### config.mk
export PLATFORM = sky130hd
export DESIGN_NAME = game_timer_flat
export DESIGN_NICKNAME = d
export VERILOG_FILES = /design/src/rtl/game_pkg.sv /design/src/rtl/game_timer_if.sv /design/src/rtl/game_timer_prescaler.sv /design/src/rtl/game_timer.sv /design/src/flat_wrapper.sv
export SDC_FILE = /design/constraint.sdc
export NUM_CORES = 1
export LEC_CHECK = 0
export CORE_UTILIZATION = 53
export DETAILED_ROUTE_END_ITERATION = 10
export PLACE_DENSITY = 0.8
export REMOVE_ABC_BUFFERS = 1
export SLEW_MARGIN = 20
export SYNTH_ARGS = -nofsm -noshare
export SYNTH_HDL_FRONTEND = slang
export SYNTH_HIERARCHICAL = 1
export SYNTH_SLANG_ARGS = --single-unit
### constraint.sdc
create_clock -name CLOCK10M -period 2.89 [get_ports CLOCK10M]
set_input_delay 0.289 -clock CLOCK10M [delete_from_list [all_inputs] [get_ports CLOCK10M]]
set_output_delay 0.289 -clock CLOCK10M [all_outputs]
set_load 0.05 [all_outputs]
### src/rtl/game_pkg.sv
// -----------------------------------------------------------------------------
// game_pkg
//   Shared types and helpers for the game timer.
//   - timer_state_t : top-level timer FSM states
//   - calc_div      : clock cycles per count tick (CLK_HZ / TICK_HZ)
// -----------------------------------------------------------------------------
package game_pkg;

    typedef enum logic [1:0] {
        IDLE  = 2'd0,
        RUN   = 2'd1,
        PAUSE = 2'd2,
        DONE  = 2'd3
    } timer_state_t;

    // DIV must come out >= 2 and integral; the caller picks CLK_HZ/TICK_HZ.
    function automatic int calc_div(input int clk_hz, input int tick_hz);
        return clk_hz / tick_hz;
    endfunction

endpackage

### src/rtl/game_timer_if.sv
// -----------------------------------------------------------------------------
// game_timer_if
//   Control and status bundle of the game timer.
//   Controls (master -> slave): clear, start, pause, mode_down, load_val
//   Status   (slave -> master): count_out, tick, expired, running
//   master : game logic / testbench driving the timer
//   slave  : the game_timer itself
// -----------------------------------------------------------------------------
interface game_timer_if #(
    parameter int CNT_W = 10
);
    logic             clear;
    logic             start;
    logic             pause;
    logic             mode_down;
    logic [CNT_W-1:0] load_val;
    logic [CNT_W-1:0] count_out;
    logic             tick;
    logic             expired;
    logic             running;

    modport master (
        output clear, start, pause, mode_down, load_val,
        input  count_out, tick, expired, running
    );

    modport slave (
        input  clear, start, pause, mode_down, load_val,
        output count_out, tick, expired, running
    );
endinterface

### src/rtl/game_timer_prescaler.sv
// -----------------------------------------------------------------------------
// tick_prescaler
//   Divides the clock by DIV while enabled. presc runs 0..DIV-1; wrap is high
//   in the cycle presc sits at DIV-1 with en set, and presc returns to 0 on
//   that edge. With en low presc holds, so pausing loses no time.
//   Ports:
//     clk, rst_n : clock, async active-low reset
//     en         : advance presc this cycle
//     clr        : force presc to 0 (wins over en)
//     wrap       : combinational wrap strobe, registered by the parent
// -----------------------------------------------------------------------------
module tick_prescaler #(
    parameter int DIV = 10
) (
    input  logic clk,
    input  logic rst_n,
    input  logic en,
    input  logic clr,
    output logic wrap
);
    localparam int             W    = $clog2(DIV);
    localparam logic [W-1:0]   LAST = W'(DIV - 1);

    logic [W-1:0] presc_q, presc_d;

    assign wrap = en && !clr && (presc_q == LAST);

    always_comb begin
        presc_d = presc_q;
        if (clr)       presc_d = '0;
        else if (wrap) presc_d = '0;
        else if (en)   presc_d = presc_q + 1'b1;
    end

    always_ff @(posedge clk or negedge rst_n) begin
        if (!rst_n) presc_q <= '0;
        else        presc_q <= presc_d;
    end
endmodule

### src/rtl/game_timer.sv
// -----------------------------------------------------------------------------
// game_timer
//   Up/down game timer counting at TICK_HZ from a CLK_HZ clock, with
//   start / pause / clear control, preset load, terminal-count detection and
//   a one-cycle expiry strobe. All status outputs are registered.
//   Ports:
//     CLOCK10M : sole clock (posedge)
//     KEY0     : async active-low reset
//     bus      : game_timer_if slave (controls in, count/tick/expired/running out)
// -----------------------------------------------------------------------------
module game_timer
    import game_pkg::*;
#(
    parameter int CLK_HZ  = 10_000_000,
    parameter int TICK_HZ = 10,
    parameter int CNT_W   = 10
) (
    input logic        CLOCK10M,
    input logic        KEY0,
    game_timer_if.slave bus
);
    localparam int DIV = calc_div(CLK_HZ, TICK_HZ);

    timer_state_t     state_q, state_d;
    logic [CNT_W-1:0] count_q, count_d;
    logic [CNT_W-1:0] limit_q, limit_d;
    logic             dir_q, dir_d;
    logic             tick_q, tick_d;
    logic             expired_q, expired_d;
    logic             running_q, running_d;

    logic             active;
    logic             presc_en, presc_clr, wrap;
    logic [CNT_W-1:0] cnt_inc, cnt_dec;

    // RUN and PAUSE share one path: the pause level alone decides whether
    // time advances, so resuming counts in the very cycle pause drops.
    assign active    = (state_q == RUN) || (state_q == PAUSE);
    assign presc_en  = active && !bus.clear && !bus.pause;
    assign presc_clr = bus.clear || (bus.start && !active);

    tick_prescaler #(.DIV(DIV)) u_presc (
        .clk   (CLOCK10M),
        .rst_n (KEY0),
        .en    (presc_en),
        .clr   (presc_clr),
        .wrap  (wrap)
    );

    always_comb begin
        state_d   = state_q;
        count_d   = count_q;
        limit_d   = limit_q;
        dir_d     = dir_q;
        tick_d    = 1'b0;
        expired_d = 1'b0;
        cnt_inc   = count_q + 1'b1;
        cnt_dec   = count_q - 1'b1;

        if (bus.clear) begin
            state_d = IDLE;
            count_d = '0;
        end else if (bus.start && !active) begin
            dir_d   = bus.mode_down;
            limit_d = bus.load_val;
            count_d = bus.mode_down ? bus.load_val : '0;
            // A zero preset in down mode has nothing to count: expire now.
            if (bus.mode_down && (bus.load_val == '0)) begin
                state_d   = DONE;
                expired_d = 1'b1;
            end else begin
                state_d   = RUN;
            end
        end else if (active) begin
            if (bus.pause) begin
                state_d = PAUSE;
            end else begin
                state_d = RUN;
                if (wrap) begin
                    tick_d = 1'b1;
                    if (dir_q) begin
                        // Down count is >= 1 in RUN, so this cannot underflow.
                        count_d = cnt_dec;
                        if (cnt_dec == '0) begin
                            state_d   = DONE;
                            expired_d = 1'b1;
                        end
                    end else begin
                        // limit 0 means free-run with natural wrap.
                        count_d = cnt_inc;
                        if ((limit_q != '0) && (cnt_inc == limit_q)) begin
                            state_d   = DONE;
                            expired_d = 1'b1;
                        end
                    end
                end
            end
        end

        running_d = (state_d == RUN);
    end

    always_ff @(posedge CLOCK10M or negedge KEY0) begin
        if (!KEY0) begin
            state_q   <= IDLE;
            count_q   <= '0;
            limit_q   <= '0;
            dir_q     <= 1'b0;
            tick_q    <= 1'b0;
            expired_q <= 1'b0;
            running_q <= 1'b0;
        end else begin
            state_q   <= state_d;
            count_q   <= count_d;
            limit_q   <= limit_d;
            dir_q     <= dir_d;
            tick_q    <= tick_d;
            expired_q <= expired_d;
            running_q <= running_d;
        end
    end

    assign bus.count_out = count_q;
    assign bus.tick      = tick_q;
    assign bus.expired   = expired_q;
    assign bus.running   = running_q;
endmodule

### src/flat_wrapper.sv
// flat-port wrapper written by rule: the top's interface ports become plain ports
module game_timer_flat import game_pkg::*;
#(
    parameter int CLK_HZ  = 10_000_000,
    parameter int TICK_HZ = 10,
    parameter int CNT_W   = 10
)
  (CLOCK10M, KEY0, bus_clear, bus_start, bus_pause, bus_mode_down, bus_load_val, bus_count_out, bus_tick, bus_expired, bus_running);
  game_timer_if #(.CNT_W(CNT_W)) bus_i ();
  input logic CLOCK10M;
  input logic KEY0;
  input wire logic [$bits(bus_i.clear)-1:0] bus_clear;
  input wire logic [$bits(bus_i.start)-1:0] bus_start;
  input wire logic [$bits(bus_i.pause)-1:0] bus_pause;
  input wire logic [$bits(bus_i.mode_down)-1:0] bus_mode_down;
  input wire logic [$bits(bus_i.load_val)-1:0] bus_load_val;
  output wire logic [$bits(bus_i.count_out)-1:0] bus_count_out;
  output wire logic [$bits(bus_i.tick)-1:0] bus_tick;
  output wire logic [$bits(bus_i.expired)-1:0] bus_expired;
  output wire logic [$bits(bus_i.running)-1:0] bus_running;
  assign bus_i.clear = bus_clear;
  assign bus_i.start = bus_start;
  assign bus_i.pause = bus_pause;
  assign bus_i.mode_down = bus_mode_down;
  assign bus_i.load_val = bus_load_val;
  assign bus_count_out = bus_i.count_out;
  assign bus_tick = bus_i.tick;
  assign bus_expired = bus_i.expired;
  assign bus_running = bus_i.running;
  game_timer #(.CLK_HZ(CLK_HZ), .TICK_HZ(TICK_HZ), .CNT_W(CNT_W)) u_core (.CLOCK10M(CLOCK10M), .KEY0(KEY0), .bus(bus_i));
endmodule
==> results_dict.tcl, run 1 <==
set metrics [dict create \
    final_common_cell "dfrtp_1" \
    cts_root_buffer "clkbuf_8" \
    antenna_cells 0 \
    gp_congestion 0.9097 \
    grt_pass1_wl_mm 13.52 \
    path_class "register to register" \
    endpoint_kind "register" \
    cts_tree "yes" \
    yosys.area_share.simple_pct 27.44 \
    syn_avg_cell_area_um2 8.762 \
    grt_max_degree 47 \
    cp_max_fo 11 \
    via_count 3139 \
    min_period_over_period_pct 92.18 \
    hold_ws_ns -0.02497 \
    antenna_found_initial 0 \
    die_w_um 80.11 \
    hpwl_mm 6.015 \
    initial_core_util_pct 54.93 \
    die_h_um 80.11 \
    synth_xor_xnor_area_share_pct 4.025 \
    drt-total-wl_mm 8.462 \
    finalMaxSlewViolations 0 \
    clk_latency_ns 0.31 \
    gr-total-overflow 0 \
    synth_compound_area_share_pct 22.56 \
    max_slew.worst_pin.slew_ns 0.7165 \
    yosys.area.top_type_share_pct 35.60 \
    max-cap-violations 0 \
    synth.largest_area_cell "dfrtp_1" \
    areaGrowthSynthToFinish_pct 14.44 \
    leakagePower_nw 1.406 \
    cp.arrival_ns 2.91 \
    powerDensity_nw_per_um2 593.3 \
    fin_nets 419 \
    h-tree-depth 2 \
    required_ns 3.14 \
    clk_pin_slew_worst_paths_ns 0.10 \
    die_area_um2 6417 \
    rows 28 \
    dpl_cell_area_um2 3598 \
    synth_top_family_by_area "simple AND/OR/NAND/NOR gates" \
    violations "negative hold slack" \
    synth.area.mux_share_pct 4.180 \
    postCtsSetupBuffers 0 \
    final_cell_mix "dfrtp_1 (46), a21oi_1 (34), nand2_1 (32)" \
    io_buffers 28 \
    grt_setup_unrepaired "false" \
    track_usage_pct 27.47 \
    cts_buffers 5 \
    postLayoutCellArea_um2 3700 \
    final_cells 475 \
    async_flop_share_pct 100.0 \
    ys_top_cells_by_area "dfrtp_1 (36%), a21oi_1 (5.3%), mux2_2 (4.2%)" \
    cts_hold_buf 0 \
    synth_edf_count 0 \
    avgRoutedWirePerCell_um 17.81 \
    ant_nets 0 \
    slew_headroom_pct 51.71 \
    ys_ff_latch 46 \
    clkSinkCount 46 \
    ys_seq_area_share_pct 35.60 \
    synthCells 369 \
    finalHoldViolCount 28 \
    drive_gt1_share_pct 14.50 \
    avgViaCountPerCell 6.608 \
    ys_warn_count 6 \
    status "complete, but fails checks" \
    drt_first_pass_iters 5 \
    fin_worst_skew_ns 0.008796 \
    ys.flop_type "dfrtp_1" \
    synthAdderAreaFrac_pct 1.548 \
    max_freq_mhz 375.4 \
    dp_cells 467 \
    grt_pass1_vias 2709 \
    synth_cell_types 72 \
    layout.core_utilization_pct 62.86 \
    hp-class "input port to async pin" \
    cts_resized 0 \
    clockBufferDepth 2 \
    setup_tns_ns 0 \
    setup_viol 0 \
    ir_drop_v 0.0003005 \
    pin_count 29 \
    drc 0 \
    cp-start-kind "register" \
    fin_crit_ns 2.664 \
    core_um2 5886 \
    drt_iter0_drc 390 \
    syn_area_um2 3233 \
]
synth_stat cells (all sizes together) (3+ instances only):
| cell | instances |
|---|---|
| dfrtp | 46 |
| a21oi | 35 |
| nand2 | 32 |
| nor2 | 27 |
| nand3 | 23 |
| nor3 | 15 |
| o21ai | 15 |
| inv | 13 |
| buf | 12 |
| mux2 | 12 |
| nand4 | 11 |
| a31oi | 10 |
| nor4 | 10 |
| nor2b | 7 |
| xnor2 | 7 |
| xor2 | 7 |
| clkbuf | 6 |
| or2 | 6 |
| or3 | 6 |
| a22o | 5 |
| ha | 4 |
| a211oi | 3 |
| and3 | 3 |
| nand3b | 3 |
| o21ba | 3 |
| o21bai | 3 |
| o311ai | 3 |
| o31ai | 3 |
kinds of logic after synthesis:
logic type	count (synthesis)
AND/OR/NAND/NOR	158
AO/OA/AOI/OAI	104
flip-flops	46
buffers and inverters	31
XOR/XNOR	14
multiplexers	12
adder cells (fa/ha/maj)	4
through the flow:
stage	worst slack, ns	total power, W
after floorplan	-0.4124	0.001499
after global placement	0.2618	0.001737
after detailed placement	0.1766	0.001767
after CTS	0.1144	0.002179
after global routing	0.05225	0.002321
final	0.2259	0.002195
final cells by class:
| class | instances | area (um2) |
|---|---|---|
| fillers | 491 | 2186 |
| multi-input cells | 292 | 1937 |
| flip-flops and latches | 46 | 1151 |
| repair buffers | 41 | 375.4 |
| well taps | 75 | 93.84 |
| clock buffers | 5 | 68.82 |
| inverters | 13 | 48.80 |
| clock inverters | 3 | 25.02 |
critical path, stage by stage (launching register included):
cell and delay, ns:
dfrtp_1 0.44, and3_1 0.25, nand4_2 0.15, or4_2 0.63, nor2_1 0.16, nor3b_2 0.25
nor2_1 0.21, a2111oi_0 0.41, a21o_1 0.13
where the power goes:
part           internal, W  total [W]  switching [W]
combinational     0.000386   0.000882       0.000496
sequential        0.000726   0.000902       0.000176
clock             0.000175   0.000411       0.000236
total              0.00129    0.00220       0.000908
per-layer routing:
metal  share of wire (%)  vias to the layer above  track usage (%)
met5                   0                        -                0
met4                 1.2                        0            7.679
met3                 9.4                       17            5.795
met2                  44                      181            40.34
met1                  45                     1488            40.44
li1                    -                     1453                -
path summary, 6_finish.rpt:
path	start	end	slack [ns]	cells after the start
worst min-delay path	KEY0	u_core/u_presc/presc_q[10]$_DFFE_PN0P_	-0.02	1
worst max-delay path	u_core/u_presc/presc_q[16]$_DFFE_PN0P_	u_core/bus.count_out[1]$_DFFE_PN0P_	0.23	8
min in group CLOCK10M	u_core/limit_q[0]$_DFFE_PN0P_	u_core/limit_q[0]$_DFFE_PN0P_	0.56	1
worst min register to register	u_core/limit_q[0]$_DFFE_PN0P_	u_core/limit_q[0]$_DFFE_PN0P_	0.56	1
worst max register to register	u_core/u_presc/presc_q[16]$_DFFE_PN0P_	u_core/bus.count_out[1]$_DFFE_PN0P_	0.23	8
max in group asynchronous	KEY0	u_core/limit_q[3]$_DFFE_PN0P_	2.50	1
flip-flops by register name (all words and copies together) (netlist names):
signal and cells:
u_core/dir_q 1, u_core/u_presc/presc_q 20, u_core/state_q 2, u_core/limit_q 10
u_core/bus.count_out 10, u_core/bus.tick 1, u_core/bus.running 1, u_core/bus.expired 1
Note: power is estimated with default switching activity, not from simulation.
==> inputs of run 2 (changes only) <==
--- a/config.mk
+++ b/config.mk
@@ -7,7 +7,7 @@
 export LEC_CHECK = 0
 export CORE_UTILIZATION = 53
 export DETAILED_ROUTE_END_ITERATION = 10
-export PLACE_DENSITY = 0.8
+export PLACE_DENSITY = 0.84
 export REMOVE_ABC_BUFFERS = 1
 export SLEW_MARGIN = 20
 export SYNTH_ARGS = -nofsm -noshare
==> results_dict.tcl, run 2 (synthesis gave the netlist of run 1 again) <==
set metrics [dict create \
    die_h_um 80.11 \
    die_w_um 80.11 \
    leakagePower_nw 1.393 \
    fin_worst_skew_ns 0.009616 \
    max_freq_mhz 381.2 \
    cp.arrival_ns 2.82 \
    grt_pass1_vias 2726 \
    gp_congestion 0.9209 \
    grt_pass1_wl_mm 13.42 \
    drc 0 \
    initial_core_util_pct 54.93 \
    grt_max_degree 47 \
    fin_crit_ns 2.624 \
    avgViaCountPerCell 6.696 \
    cpMaxStageDelayCell "nor2_1" \
    final_cell_mix "dfrtp_1 (46), a21oi_1 (34), nand2_1 (32)" \
    clkSinkCount 46 \
    cp_top_family "simple AND/OR/NAND/NOR gates" \
    endpoint_kind "register" \
    critPathBufInv 2 \
    avgRoutedWirePerCell_um 17.63 \
    cts_tree "yes" \
    io_buffers 28 \
    drt_first_pass_iters 5 \
    max-cap-violations 0 \
    hp-class "input port to async pin" \
    cts_buffers 5 \
    min_period_over_period_pct 90.78 \
    clk_latency_ns 0.31 \
    cp_max_fo 11 \
    setup_viol 0 \
    cp-start-kind "register" \
    total_power_w 0.002174 \
    largest_register_ffs 20 \
    pin_count 29 \
    required_ns 3.09 \
    finalHoldViolCount 0 \
    antenna_found_initial 0 \
    finalMaxSlewViolations 0 \
    areaGrowthSynthToFinish_pct 13.97 \
    drive_gt1_share_pct 13.82 \
    gr-total-overflow 0 \
    h-tree-depth 2 \
    cts_root_buffer "clkbuf_8" \
    antenna_cells 0 \
    max_slew.worst_pin.slew_ns 0.6838 \
    final_cells 473 \
    setup_tns_ns 0 \
    rows 28 \
    clk_pin_slew_worst_paths_ns 0.09 \
    final_common_cell "dfrtp_1" \
    cpPeakStageDelay_ns 0.54 \
    slew_headroom_pct 53.92 \
    hpwl_mm 6.100 \
    largest-register "u_core/u_presc/presc_q" \
    grt_setup_unrepaired "false" \
    status "completed" \
    clockBufferDepth 2 \
    die_area_um2 6417 \
    drt-total-wl_mm 8.339 \
    ir_drop_v 0.0003688 \
    dp_cells 464 \
    layout.core_utilization_pct 62.61 \
    track_usage_pct 27.13 \
    path_cells "xnor2_2 > a21oi_1 > inv_2 > inv_1 > nand2_1 > nor2_1 > nor3b_2 > nor2_1 > a21oi_1 > o2bb2a_1" \
    ant_nets 0 \
    path_class "register to register" \
    drt_iter0_drc 316 \
    via_count 3167 \
    fin_nets 417 \
    core_um2 5886 \
    powerDensity_nw_per_um2 590.0 \
    hold_ws_ns 0.5090 \
]
==> run 2: path summary, 6_finish.rpt <==
check / startpoint / endpoint / slack [ns] / depth (start not counted)
setup / recovery: u_core/state_q[0]$_DFF_PN0_ / u_core/bus.count_out[7]$_DFFE_PN0P_ / 0.27 / 10
hold / removal: KEY0 / u_core/u_presc/presc_q[10]$_DFFE_PN0P_ / 0.51 / 2
setup reg to reg: u_core/state_q[0]$_DFF_PN0_ / u_core/bus.count_out[7]$_DFFE_PN0P_ / 0.27 / 10
hold reg to reg: u_core/limit_q[1]$_DFFE_PN0P_ / u_core/limit_q[1]$_DFFE_PN0P_ / 0.56 / 1
max in group asynchronous: KEY0 / u_core/bus.count_out[2]$_DFFE_PN0P_ / 1.98 / 2
min in group CLOCK10M: u_core/limit_q[1]$_DFFE_PN0P_ / u_core/limit_q[1]$_DFFE_PN0P_ / 0.56 / 1
==> run 2: power breakdown <==
| group | leakage (nW) | internal [W] | switching (W) |
|---|---|---|---|
| registers | 0.609 | 0.000726 | 0.000174 |
| clock network | 0.0441 | 0.000170 | 0.000233 |
| logic | 0.740 | 0.000384 | 0.000487 |
==> run 2: metrics by stage <==
step | area, um2 | setup slack, ns
detailed placement | 3576 | 0.2788
finish | 3685 | 0.2664
global placement | 3576 | 0.3621
floorplan | 3132 | -0.4124
CTS | 3666 | 0.2666
global route | 3685 | 0.1219
==> run 2: repair_timing <==
item	CTS	global route
resized for setup	0	2
hold endpoints to repair	0	7
setup buffers	0	0
setup endpoints to repair	0	2
hold buffers	0	1
==> run 2: cell type report <==
type                       count  area [um2]
clock buffer                   5       68.82
tap                           75       93.84
sequential                    46        1151
clock inverter                 3       21.27
fill                         487        2201
inverter                      13       48.80
timing repair buffer          39       362.8
multi-input combinational    292        1938
==> run 2: layer usage <==
layer	GRT usage (%)	vias to the layer above	wire, um
li1	-	1455	-
met4	9.107	0	167
met2	40.60	178	3786
met3	5.341	19	667
met1	38.82	1515	3718
met5	0	-	0
